[src/rtl/uart_pkg.sv]
// Shared UART definitions: transmit state encoding and frame constants.
package uart_pkg;

   typedef enum logic [3:0] {
      IDLE  = 4'b0001,
      START = 4'b0010,
      DATA  = 4'b0100,
      STOP  = 4'b1000
   } tx_state_t;

   localparam int   UART_DATA_BITS  = 8;
   localparam logic UART_IDLE_LEVEL = 1'b1;

endpackage

[src/rtl/tx_engine.sv]
// UART 8N1 transmit engine: pops bytes from a fall-through FIFO and shifts them
// out LSB first, each bit held for OSR oversample ticks.
module tx_engine
   import uart_pkg::*;
#(
   parameter int OSR = 16
) (
   input  logic                      clk_i,
   input  logic                      reset_n_i,
   input  logic                      osr_tick_i,
   input  logic                      tx_en_i,
   input  logic [UART_DATA_BITS-1:0] tx_fifo_data_i,
   input  logic                      tx_fifo_empty_i,
   output logic                      tx_fifo_ren_o,
   output logic                      transmit_bit_o,
   output logic                      tx_busy_o
);

   localparam int              CW       = $clog2(OSR);
   localparam logic [CW-1:0]   OSR_LAST = CW'(OSR - 1);
   localparam logic [2:0]      LAST_BIT = 3'(UART_DATA_BITS - 1);

   tx_state_t                 state;
   logic [CW-1:0]             osr_cntr;
   logic [2:0]                bit_cntr;
   logic [UART_DATA_BITS-1:0] shift_reg;
   logic                      launch;

   assign launch = tx_en_i && !tx_fifo_empty_i;

   // The tick on the entry edge is never counted: the counter only advances
   // in the frame states, and each bit ends on its OSR-th tick.
   always_ff @(posedge clk_i or negedge reset_n_i) begin
      if (!reset_n_i) begin
         state          <= IDLE;
         transmit_bit_o <= UART_IDLE_LEVEL;
         tx_fifo_ren_o  <= 1'b0;
         tx_busy_o      <= 1'b0;
         osr_cntr       <= '0;
         bit_cntr       <= '0;
         shift_reg      <= '0;
      end else begin
         tx_fifo_ren_o <= 1'b0;
         case (state)
            IDLE: begin
               if (launch) begin
                  shift_reg      <= tx_fifo_data_i;
                  tx_fifo_ren_o  <= 1'b1;
                  transmit_bit_o <= 1'b0;
                  tx_busy_o      <= 1'b1;
                  osr_cntr       <= '0;
                  state          <= START;
               end else begin
                  transmit_bit_o <= UART_IDLE_LEVEL;
                  tx_busy_o      <= 1'b0;
               end
            end
            START, DATA, STOP: begin
               if (osr_tick_i) begin
                  if (osr_cntr != OSR_LAST) begin
                     osr_cntr <= osr_cntr + CW'(1);
                  end else begin
                     osr_cntr <= '0;
                     case (state)
                        START: begin
                           transmit_bit_o <= shift_reg[0];
                           bit_cntr       <= '0;
                           state          <= DATA;
                        end
                        DATA: begin
                           if (bit_cntr != LAST_BIT) begin
                              shift_reg      <= {1'b0, shift_reg[UART_DATA_BITS-1:1]};
                              transmit_bit_o <= shift_reg[1];
                              bit_cntr       <= bit_cntr + 3'd1;
                           end else begin
                              transmit_bit_o <= UART_IDLE_LEVEL;
                              state          <= STOP;
                           end
                        end
                        default: begin
                           // End of stop bit: chain straight into the next frame if possible.
                           if (launch) begin
                              shift_reg      <= tx_fifo_data_i;
                              tx_fifo_ren_o  <= 1'b1;
                              transmit_bit_o <= 1'b0;
                              state          <= START;
                           end else begin
                              transmit_bit_o <= UART_IDLE_LEVEL;
                              tx_busy_o      <= 1'b0;
                              state          <= IDLE;
                           end
                        end
                     endcase
                  end
               end
            end
            default: begin
               state          <= IDLE;
               transmit_bit_o <= UART_IDLE_LEVEL;
               tx_busy_o      <= 1'b0;
            end
         endcase
      end
   end

endmodule

[config.mk]
export PLATFORM = sky130hd
export DESIGN_NAME = tx_engine
export DESIGN_NICKNAME = d
export VERILOG_FILES = /design/src/rtl/uart_pkg.sv /design/src/rtl/tx_engine.sv
export SDC_FILE = /design/constraint.sdc
export NUM_CORES = 1
export LEC_CHECK = 0
export ABC_AREA = 1
export CAP_MARGIN = 20
export CORE_ASPECT_RATIO = 0.7
export CORE_MARGIN = 4
export CORE_UTILIZATION = 58
export DETAILED_ROUTE_END_ITERATION = 12
export MAX_ROUTING_LAYER = met4
export PLACE_DENSITY = 0.81
export SLEW_MARGIN = 10
export SYNTH_ARGS = -nofsm -noshare
export SYNTH_HDL_FRONTEND = slang
export SYNTH_SLANG_ARGS = --single-unit
[constraint.sdc]
create_clock -name clk_i -period 4.1 [get_ports clk_i]
set_input_delay 0.41 -clock clk_i [delete_from_list [all_inputs] [get_ports clk_i]]
set_output_delay 0.41 -clock clk_i [all_outputs]
set_load 0.03 [all_outputs]
==> impl_metrics.py <==
metrics = {
    "run_status": {
        "outcome": "finished, final reports clean",
    },
    "synth": {
        "syn_nets": 225,
        "syn_inst": 209,
        "synth_cell_types": 30,
        "synth_top_cell_area_share_pct": 32.68,
        "avgSynthCellArea_um2": 7.328,
        "ys_seq_elements": 22,
        "yosysWarnings": 0,
        "synth_top_cell_by_area": "dfrtp_1",
        "syn_area_um2": 1531,
        "synthTopCellsByArea": "dfrtp_1 (33%), nand2_1 (19%), inv_1 (6.6%)",
        "yosysSeqAreaShare_pct": 36.11,
    },
    "layout": {
        "seq_area_um2": 553.0,
        "drive_above_1_share_pct": 13.90,
        "multi_input_area_um2": 805.8,
        "fin_util_pct": 70.38,
        "mostFrequentLayoutCells": "nand2_1 (78), inv_1 (27), dfrtp_1 (20)",
        "largest_reg_flops": 8,
        "syn_to_final_growth_pct": 14.71,
        "nNetsFinal": 240,
        "final_common_cell": "nand2_1",
        "fillCellCount": 198,
        "antenna_cells": 0,
    },
    "clock_network": {
        "cts_sinks": 22,
        "postCtsHoldBufs": 0,
        "insertion_delay_ps": 270,
        "cts_resized": 0,
        "root_buffer": "clkbuf_8",
        "clk_pin_slew_ps": 90,
        "cts_max_level": 1,
        "postCtsSetupRepairBufs": 0,
        "clk_path_buf_depth": 2,
        "cts_tree": "built",
        "cts_made_buffers": 3,
    },
    "timing": {
        "finalMaxSlewViolations": 0,
        "slew_headroom_pct": 70.23,
        "finalHoldViolCount": 0,
        "setup_viol": 0,
        "period_minus_slack_ps": 1895,
        "timing.final.crit_share_pct": 46.22,
        "rsz0062_at_grt": "no",
        "fmax_mhz": 527.7,
        "worst-slew-pin-transition_ps": 445.4,
        "finalClockSkew_ps": 12.69,
        "tns_ps": 0,
    },
    "setup_path": {
        "start_kind": "flop",
        "path_buf_inv": 1,
        "slowest_delay_ps": 670,
        "cp_max_fo": 2,
        "slowest_stage": "clkdlybuf4s50_1",
        "crit_family": "buffers and inverters",
        "critPathKind": "flop to output pin",
        "crit_arrival_ps": 1490,
        "cp-end-kind": "output pin",
        "cp_data_required_time_ps": 3690,
        "crit_chain": "clkdlybuf4s50_1",
    },
    "die": {
        "die_w_um": 69.42,
        "dieArea_um2": 3539,
        "core_area_um2": 2496,
        "rows": 15,
        "num_io_pins": 16,
        "start_util_pct": 61.35,
        "die_y_um": 50.99,
    },
    "routing": {
        "drcViolationCount": 0,
        "drtIter0Drc": 106,
        "dr.pass1.iters": 4,
        "wl_per_cell_um": 13.23,
        "num_vias": 1398,
        "ant_nets": 0,
        "via_per_inst": 5.440,
        "wl_um": 3400,
    },
    "global_routing": {
        "grt_first_pass_wirelength_um": 6044,
        "grt_max_degree": 23,
        "grtUsageTotal_pct": 22.00,
        "grt.overflow.total": 0,
        "grt_pass1_vias": 1304,
        "antenna_found_initial": 0,
    },
    "worst_hold_path": {
        "min_path_type": "input port to asynchronous set/reset pin",
    },
    "power_and_ir_drop": {
        "p_per_area_nw_per_um2": 668.8,
        "max-vdd-ir-drop_mv": 0.4528,
        "cellLeakagePower_nw": 0.9627,
    },
    "run": {
        "drv_cap": 0,
    },
    "placed_design": {
        "place.gp.congestion": 0.8641,
        "dp_hpwl_um": 2487,
        "io_buffers": 15,
    },
}
[logic make-up after synthesis]
logic type,Yosys count,share of synthesized area [%]
DFF,22,36.11
and+or+nand+nor,135,44.61
AOI/OAI and AO/OA,11,4.983
xor gates and xnor gates,1,0.5720
adders and majority gates,3,2.451
buffers and inverters,37,11.27
[worst paths after layout]
check                      slack (ps)                        from  depth (start not counted)                       end
max in group asynchronous        3160                   reset_n_i                          2      state[0]$_DFFE_PN1P_
max                              2200  transmit_bit_o$_DFFE_PN1P_                          1            transmit_bit_o
min in group clk_i                500       tx_busy_o$_DFFE_PN0P_                          2     tx_busy_o$_DFFE_PN0P_
max reg2reg                      2280        state[0]$_DFFE_PN1P_                          9  shift_reg[5]$_DFFE_PN0P_
min                               440                   reset_n_i                          1   osr_cntr[1]$_DFFE_PN0P_
min reg2reg                       500       tx_busy_o$_DFFE_PN0P_                          2     tx_busy_o$_DFFE_PN0P_
[report_power, final]
| part | internal, W | leakage (nW) | total [W] | switching [W] |
|---|---|---|---|---|
| combinational | 0.000203 | 0.642 | 0.000606 | 0.000404 |
| sequential | 0.000297 | 0.285 | 0.000365 | 0.0000678 |
| clock | 0.000131 | 0.0357 | 0.000204 | 0.0000732 |
[final cells by class]
cell class                 instances  area share [%]
clock inverter                     1           1.709
multi-input combinational        150           45.87
inverter                          31           6.766
sequential                        22           31.48
tap                               34           2.422
timing repair buffer              16           9.402
clock buffer                       3           2.350
[metrics by stage]
step | setup WS [ps] | total power, W | cell area [um2] | hold slack, ps | instances
after floorplan | 2681 | 0.0008458 | 1531 | 114.4 | 209
final | 2205 | 0.001175 | 1757 | 441.6 | 257
after global placement | 2102 | 0.0009341 | 1670 | 466.9 | 252
after global routing | 2109 | 0.001276 | 1757 | 462.5 | 257
after detailed placement | 2003 | 0.0009612 | 1670 | 482.9 | 252
after CTS | 2206 | 0.001170 | 1742 | 503.2 | 256
[worst reg2reg max path, delay by kind of cell, from the launching register on]
family | cells | cell delay, ps
buffers and inverters | 2 | 290
and+or+nand+nor | 7 | 760
DFF | 1 | 630
[per-layer routing]
layer / part of all wire (%) / vias up / track usage (%)
li1: - / 694 / -
met1: 45 / 657 / 27.73
met2: 48 / 39 / 36.23
met3: 5.6 / 8 / 5.108
met4: 1.3 / 0 / 5.519
met5: 0 / - / -
[cell usage after synthesis]
master     number
a21oi_1         1
buf_2           1
buf_4           1
buf_6           2
buf_8           1
clkbuf_1        1
dfrtp_1        20
dfstp_2         2
ha_1            3
inv_1          27
inv_2           3
inv_4           1
nand2_1        78
nand2_2         2
nand2_4         3
nand3_1        16
nand3_2         3
nand3_4         3
nand4_1         9
nand4_4         1
nor2_1         12
nor2_2          5
nor2_4          2
nor3_1          1
o2111ai_1       3
o211ai_1        1
o211ai_2        1
o21ai_0         2
o21ai_1         3
xor2_1          1
Power figures use the tool's default switching activity.
